[config.mk]
export PLATFORM = sky130hd
export DESIGN_NAME = pwm_bank
export DESIGN_NICKNAME = d
export VERILOG_FILES = /design/src/rtl/pwm_bank.sv
export SDC_FILE = /design/constraint.sdc
export NUM_CORES = 1
export LEC_CHECK = 0
export ABC_AREA = 1
export BUFFER_PORTS_ARGS = -buffer_cell sky130_fd_sc_hd__buf_2
export CAP_MARGIN = 30
export CELL_PAD_IN_SITES_DETAIL_PLACEMENT = 0
export CELL_PAD_IN_SITES_GLOBAL_PLACEMENT = 2
export CORE_MARGIN = 3
export CORE_UTILIZATION = 35
export DETAILED_ROUTE_END_ITERATION = 12
export PLACE_DENSITY = 0.82
export SYNTH_ARGS = -nofsm -noshare
export SYNTH_HDL_FRONTEND = slang
export SYNTH_SLANG_ARGS = --single-unit
[constraint.sdc]
create_clock -name clk -period 1.9 [get_ports clk]
set_input_delay 0.095 -clock clk [delete_from_list [all_inputs] [get_ports clk]]
set_output_delay 0.095 -clock clk [all_outputs]
set_load 0.03 [all_outputs]
[src/rtl/pwm_bank.sv]
// +----------------------------------------------------------------------------+
// | pwm_bank : N-channel PWM generator, shared period, edge/centre alignment,  |
// |            double-buffered duty/period/mode.            Revision: 1.0      |
// +----------------------------------------------------------------------------+
`default_nettype none

module pwm_bank #(
   parameter int NUM_CH = 8,
   parameter int DW     = 16,
   parameter int AW     = 5
) (
   input  logic              clk,
   input  logic              reset,
   input  logic              wr_en,
   input  logic              rd_en,
   input  logic [AW-1:0]     addr,
   input  logic [15:0]       wr_data,
   output logic [15:0]       rd_data,
   output logic [NUM_CH-1:0] pwm,
   output logic              period_end
);

   localparam logic [AW-1:0] C_A_PERIOD = AW'(NUM_CH);
   localparam logic [AW-1:0] C_A_CTRL   = AW'(NUM_CH + 1);
   localparam logic [AW-1:0] C_A_MASK   = AW'(NUM_CH + 2);

   logic [DW-1:0]     r_period_sh;
   logic [DW-1:0]     r_period_act;
   logic [1:0]        r_ctrl;
   logic              r_mode_act;
   logic [NUM_CH-1:0] r_mask;
   logic [DW-1:0]     r_cnt;
   logic              r_dir;
   logic [NUM_CH-1:0] r_pwm;
   logic [15:0]       r_rd_data;

   logic [DW-1:0]     w_wdata;
   logic [DW-1:0]     w_duty_sh [NUM_CH];
   logic [NUM_CH-1:0] w_cmp;
   logic [DW-1:0]     w_period_nxt;
   logic [1:0]        w_ctrl_nxt;
   logic [NUM_CH-1:0] w_mask_nxt;
   logic              w_at_top;
   logic              w_pend_ctr;
   logic              w_pend;
   logic              w_load;
   logic [15:0]       w_rd_val;

   assign w_wdata      = wr_data[DW-1:0];
   assign w_period_nxt = (wr_en && addr == C_A_PERIOD) ? w_wdata : r_period_sh;
   assign w_ctrl_nxt   = (wr_en && addr == C_A_CTRL) ? wr_data[1:0] : r_ctrl;
   assign w_mask_nxt   = (wr_en && addr == C_A_MASK) ? wr_data[NUM_CH-1:0] : r_mask;

   assign w_at_top   = (r_cnt == r_period_act);
   // P=1 in centre mode reaches cnt==1 while still counting up; that is the period end
   assign w_pend_ctr = (r_period_act == '0) |
                       ((r_cnt == DW'(1)) & (r_dir | (r_period_act == DW'(1))));
   assign w_pend     = r_ctrl[0] & (r_mode_act ? w_pend_ctr : w_at_top);
   assign w_load     = ~r_ctrl[0] | w_pend;

   for (genvar gi = 0; gi < NUM_CH; gi++) begin : g_ch
      logic [DW-1:0] r_duty_sh;
      logic [DW-1:0] r_duty_act;
      logic [DW-1:0] w_duty_nxt;

      assign w_duty_nxt    = (wr_en && addr == AW'(gi)) ? w_wdata : r_duty_sh;
      assign w_duty_sh[gi] = r_duty_sh;
      // Down-count half compares inclusively so a centred pulse is 2*duty wide
      assign w_cmp[gi]     = (r_cnt < r_duty_act) | (r_dir & (r_cnt == r_duty_act));

      always_ff @(posedge clk or negedge reset) begin
         if (!reset) begin
            r_duty_sh  <= '0;
            r_duty_act <= '0;
         end else begin
            r_duty_sh <= w_duty_nxt;
            if (w_load) r_duty_act <= w_duty_nxt;
         end
      end
   end

   always_ff @(posedge clk or negedge reset) begin
      if (!reset) begin
         r_period_sh  <= '0;
         r_period_act <= '0;
         r_ctrl       <= '0;
         r_mode_act   <= 1'b0;
         r_mask       <= '0;
      end else begin
         r_period_sh <= w_period_nxt;
         r_ctrl      <= w_ctrl_nxt;
         r_mask      <= w_mask_nxt;
         if (w_load) begin
            r_period_act <= w_period_nxt;
            r_mode_act   <= w_ctrl_nxt[1];
         end
      end
   end

   always_ff @(posedge clk or negedge reset) begin
      if (!reset) begin
         r_cnt <= '0;
         r_dir <= 1'b0;
      end else if (w_load) begin
         r_cnt <= '0;
         r_dir <= 1'b0;
      end else if (!r_mode_act) begin
         r_cnt <= r_cnt + DW'(1);
      end else if (r_dir) begin
         r_cnt <= r_cnt - DW'(1);
      end else if (w_at_top) begin
         r_dir <= 1'b1;
         r_cnt <= r_cnt - DW'(1);
      end else begin
         r_cnt <= r_cnt + DW'(1);
      end
   end

   always_ff @(posedge clk or negedge reset) begin
      if (!reset) r_pwm <= '0;
      else        r_pwm <= r_ctrl[0] ? (r_mask & w_cmp) : '0;
   end

   always_comb begin
      w_rd_val = '0;
      for (int i = 0; i < NUM_CH; i++)
         if (addr == AW'(i)) w_rd_val = 16'(w_duty_sh[i]);
      if (addr == C_A_PERIOD)    w_rd_val = 16'(r_period_sh);
      else if (addr == C_A_CTRL) w_rd_val = 16'(r_ctrl);
      else if (addr == C_A_MASK) w_rd_val = 16'(r_mask);
   end

   always_ff @(posedge clk or negedge reset) begin
      if (!reset)     r_rd_data <= '0;
      else if (rd_en) r_rd_data <= w_rd_val;
   end

   assign rd_data    = r_rd_data;
   assign pwm        = r_pwm;
   assign period_end = w_pend;

endmodule

`default_nettype wire

---- Yosys cells after proc, flatten, opt, wreduce, memory -nomap -nowiden ----
Index checks and enable logic that the tools add are counted.
cells by class
  multipliers ............................. 0
  bitwise gates (word level) .............. 23
  div/mod/pow operators ................... 0
  reductions and logical operators ........ 14
  add/subtract/negate cells ............... 2
  mux-type cells .......................... 31
  order comparisons ....................... 8
  shift-type cells ........................ 0
  equal/unequal tests ..................... 21
operators by type and width
  kind                                                                    count
  16-bit two-way mux                                                      24
  16-bit equality test                                                    9
  16-bit < comparator                                                     8
  16-bit by 1-bit equality test with 1-bit output, second input constant  2
  5-bit by 3-bit equality test with 1-bit output, second input constant   4
  16-bit by 1-bit adder with 16-bit output, second input constant         1
  16-bit logical NOT                                                      1
  16-bit by 1-bit subtractor with 16-bit output, second input constant    1
  5-bit by 4-bit equality test with 1-bit output, second input constant   3
  1-bit logical AND                                                       11
  1-bit bitwise OR                                                        11
  1-bit bitwise AND                                                       10
  5-bit by 2-bit equality test with 1-bit output, second input constant   2
  8-bit bitwise AND                                                       1
  8-bit two-way mux                                                       1
  5-bit by 1-bit equality test with 1-bit output, second input constant   1
  5-bit logical NOT                                                       1
  1-bit two-way mux                                                       5
  2-bit two-way mux                                                       1
  2-bit nonzero test                                                      1
  1-bit NOT                                                               1
word-level totals
  memories ................................ 0
  register bits after elaboration ......... 340
  latch bits .............................. 0
  RAM bits ................................ 0
  word-level logic and storage cells ...... 125
  ROM bits ................................ 0

---- Longest topological paths before layout ----
  word-level depth ........................ 12
  depth in mapped cells ................... 14

---- Least setup slack after synthesis ----
No wires, ideal clock.
  kind .................................... flip-flop to output port
  from .................................... register r_cnt[7]
  to ...................................... output port period_end
  cell stages (with the launch flop) ...... 12
  data required time ...................... 1.805 ns
  arrival time ............................ 1.851 ns
  setup slack ............................. -0.046 ns
  buffers on the path ..................... 1
  cell sequence ........................... dfrtp_1 -> buf_2 -> inv_1 -> nand2_1 -> nand2_1 -> nor2_1 -> nand2_1 -> nor2_1 -> nand2_2 -> nand2_1 -> nand2_1 -> nor2_1
on the way
  cells in the longest elaborated chain, start to end .. 5
  elaborated cells between the ends (all ways) .. 6
ends and longest elaborated chain
  what                                             RTL line  text
  start: declaration                               32        logic [DW-1:0] r_cnt;
  start signal: assignment                         108       r_cnt <= r_cnt + DW'(1);
  start signal: assignment                         110       r_cnt <= r_cnt - DW'(1);
  start signal: assignment                         113       r_cnt <= r_cnt - DW'(1);
  16-bit by 1-bit equality test with 1-bit output  57        ((r_cnt == DW'(1)) & (r_dir | (r_period_act == DW'(1))));
  1-bit bitwise AND                                57
  1-bit bitwise OR                                 56        assign w_pend_ctr = (r_period_act == '0) |
  1-bit two-way mux *                              58        assign w_pend = r_ctrl[0] & (r_mode_act ? w_pend_ctr : w_at_top);
  1-bit bitwise AND *                              58
  end: declaration                                 20        output logic period_end
Mark *: on every way between the ends. The rest lies on a longest branch, timed or not.

---- Worst setup path after layout ----
  from .................................... register r_cnt[12]
  to ...................................... output port period_end
Same word-level chain as after synthesis.

==> impl_metrics.json <==
{
  "port_buffers": 49,
  "clock_latency_ns": 0.57,
  "drc": 0,
  "power_mw": 26.0,
  "gr-usage-all-layers_pct": 22.2,
  "die_y_um": 232,
  "grt_first_pass_wirelength_um": 92100,
  "cap_violations": 0,
  "worst_slack_ns": -0.234,
  "cp_slowest_cell": "dfrtp_1",
  "arrival_ns": 2.04,
  "whs_ns": 0.0346,
  "crit_family": "simple AND/OR/NAND/NOR gates",
  "die_area_um2": 54000,
  "preCtsSetupSlack_ns": -0.217,
  "via_count": 15717,
  "wire_per_inst_um": 18.9,
  "required_ns": 1.80,
  "grt_overflow": 0,
  "dp_hpwl_um": 41700,
  "hold_viol_final": 0,
  "cpPeakStageDelay_ns": 0.42,
  "fp.dieW_um": 232,
  "final_layout_size_suffix_gt1_share_pct": 21.1,
  "synth_warnings": 0,
  "antenna_found_initial": 0,
  "worstHoldPathType": "primary input to async pin",
  "clk_pin_slew_ns": 0.06,
  "skew_ns": 0.0195,
  "placed_area_um2": 20400,
  "min_period_ns": 2.13,
  "finish.instance_area_um2": 23600,
  "htree_levels": 2,
  "cp_max_fo": 3,
  "setup_tns_ns": -14.80,
  "maxSlewViolCount": 0,
  "crit_path_start_kind": "flip-flop",
  "cts_made_buffers": 41,
  "status": "finished, violations left",
  "root_buffer": "clkbuf_16",
  "yosys_register_bits": 340,
  "fin_crit_sh_pct": 112,
  "p_leak_nw": 11.7,
  "grt_pass1_vias": 15569,
  "cts_buffer_depth": 3,
  "synth_top_area_cell": "dfrtp_1",
  "start_util_pct": 35.6,
  "cp.buffers_inverters": 2,
  "netlist_area_um2": 17900,
  "cts.sink_count": 340,
  "crit_path_end_kind": "output pin",
  "syn_nets": 2384,
  "yosysSeqAreaShare_pct": 47.4,
  "n_fill_cell": 4907,
  "ys_top_cells_by_area": "dfrtp_1 (47%), nand2_1 (14%), ha_1 (9.1%)",
  "dpl.cell_count": 3068,
  "cts_tree": "done",
  "power_density_nw_per_um2": 1100,
  "syn_inst": 2228,
  "dr.pass1.iters": 5,
  "nets": 2655,
  "grt_setup_unrepaired": "yes",
  "final_util_pct": 46.8,
  "synthFlopType": "dfrtp_1",
  "routed_via_density": 4.91,
  "finalSetupViolations": 139,
  "crit_chain": "buf_6 > nand2_2 > nand2_1 > nor2_1 > nand2_1 > nor2_4 > nand2_2 > nand2_4 > nand2_4 > nor2_4 > buf_6",
  "yosysTopAreaCellShare_pct": 47.4,
  "fp-row-count": 82,
  "clock.fmax_mhz": 469,
  "syn_to_final_growth_pct": 31.4,
  "diodes": 0,
  "synthArstFlopShare_pct": 100,
  "grt_max_degree": 69,
  "ioPinCount": 50,
  "synth_cell_types": 37,
  "drtAntennaViolNets": 0,
  "worstSetupPathType": "flip-flop to output pin",
  "core_area_um2": 50400,
  "routed_wirelength_um": 60500,
  "violations": "setup timing",
  "drtIter0Drc": 1265,
  "place_congestion": 0.822,
  "synth_edf_count": 0,
  "maxSlewHeadroom_pct": 56.8,
  "worst_pin_slew_ns": 0.646,
  "synth_area_per_cell_um2": 8.05,
  "fin_cells": 3201,
  "peakVddDrop_mv": 0.546
}
==> registers in the layout (all words and copies together) (netlist names) <==
| register | flops |
|---|---|
| r_cnt | 16 |
| r_mask | 8 |
| g_ch.r_duty_act | 128 |
| r_period_sh | 16 |
| r_ctrl | 2 |
| pwm | 8 |
| r_mode_act | 1 |
| rd_data | 16 |
| g_ch.r_duty_sh | 128 |
| r_period_act | 16 |
| r_dir | 1 |
==> cells in the final DEF (no fill, tap or decap), types with 16 or more instances in the layout <==
cell type / netlist / layout
buf_4: 17 / 187
clkbuf_16: 0 / 50
nor2_4: 7 / 19
a21oi_1: 85 / 71
ha_1: 131 / 117
buf_12: 0 / 29
nand4_1: 42 / 42
nand3_1: 79 / 68
buf_2: 37 / 47
dfrtp_1: 340 / 333
o21ai_0: 272 / 242
nor2_1: 143 / 122
xor2_1: 19 / 17
buf_6: 0 / 20
nand2_2: 4 / 16
o21ai_1: 48 / 68
inv_1: 250 / 241
nand2_1: 654 / 639
==> path summary, 6_finish.rpt <==
check | slack [ns] | end | startpoint | cells after the start
min reg2reg | 0.48 | g_ch[4].r_duty_act[0] | g_ch[4].r_duty_act[0] | 2
max | -0.23 | period_end | r_cnt[12] | 11
min | 0.03 | pwm[0] | reset | 2
max in group asynchronous | 1.09 | r_cnt[4] | reset | 3
max reg2reg | -0.22 | g_ch[4].r_duty_act[14] | r_cnt[12] | 12
min in group clk | 0.05 | r_mask[2] | wr_data[2] | 4
==> report_power, final <==
part / internal [mW] / total, mW / switching [mW]
Clock: 5.13 / 8.34 / 3.21
Sequential: 8.73 / 9.44 / 0.711
Combinational: 3.50 / 8.19 / 4.70
Total: 17.4 / 26.0 / 8.62
==> per-layer routing <==
layer / wire, um / share of wire, % / GRT usage [%]
met5: 0 / 0 / 0
met4: 1290 / 2.1 / 5.73
met3: 2580 / 4.3 / 2.77
met2: 28400 / 47 / 36.6
met1: 28200 / 47 / 31.0
==> what timing repair did <==
item                                    CTS  global route
cloned                                   12             9
setup buffers                            28            19
hold endpoints to repair                347             0
gates resized for setup                 122           102
pin swaps                                48            52
endpoints found under the setup margin  169           170
hold buffers                              3             0
==> area by class of cell <==
class                      instances  area [um^2]  area share [%]
timing repair buffer             313         3150            13.4
tap                              672          841            3.57
clock inverter                    11          159           0.674
sequential                       340         8520            36.1
clock buffer                      62         1270            5.38
inverter                         256          961            4.08
multi-input combinational       1547         8680            36.8
==> logic make-up after synthesis <==
logic type	Yosys count	synth area share, %
AO/OA/AOI/OAI	431	12.5
XOR/XNOR	21	1.03
adder cells (fa/ha/maj)	131	9.14
buffers and inverters	342	7.77
flip-flops	340	47.4
AND/OR/NAND/NOR	963	22.2
==> cell usage after synthesis, types with 31 or more instances <==
cell type / instances
o21ai_1: 48
clkbuf_1: 31
nand3_1: 79
nand2_1: 654
nand4_1: 42
o21ai_0: 272
a21oi_1: 85
inv_1: 250
buf_2: 37
ha_1: 131
dfrtp_1: 340
nor2_1: 143
==> worst register-to-register path, stage by stage, from the launching register on <==
cell       delay, ns
dfrtp_1         0.42
buf_6           0.14
nand2_2         0.05
nand2_1         0.04
nor2_1          0.10
nand2_1         0.09
nor2_4          0.17
nand3_1         0.14
nand3_4         0.18
buf_4           0.15
buf_12          0.14
bufbuf_16       0.30
o21ai_0         0.08
Power figures use the tool's default switching activity.
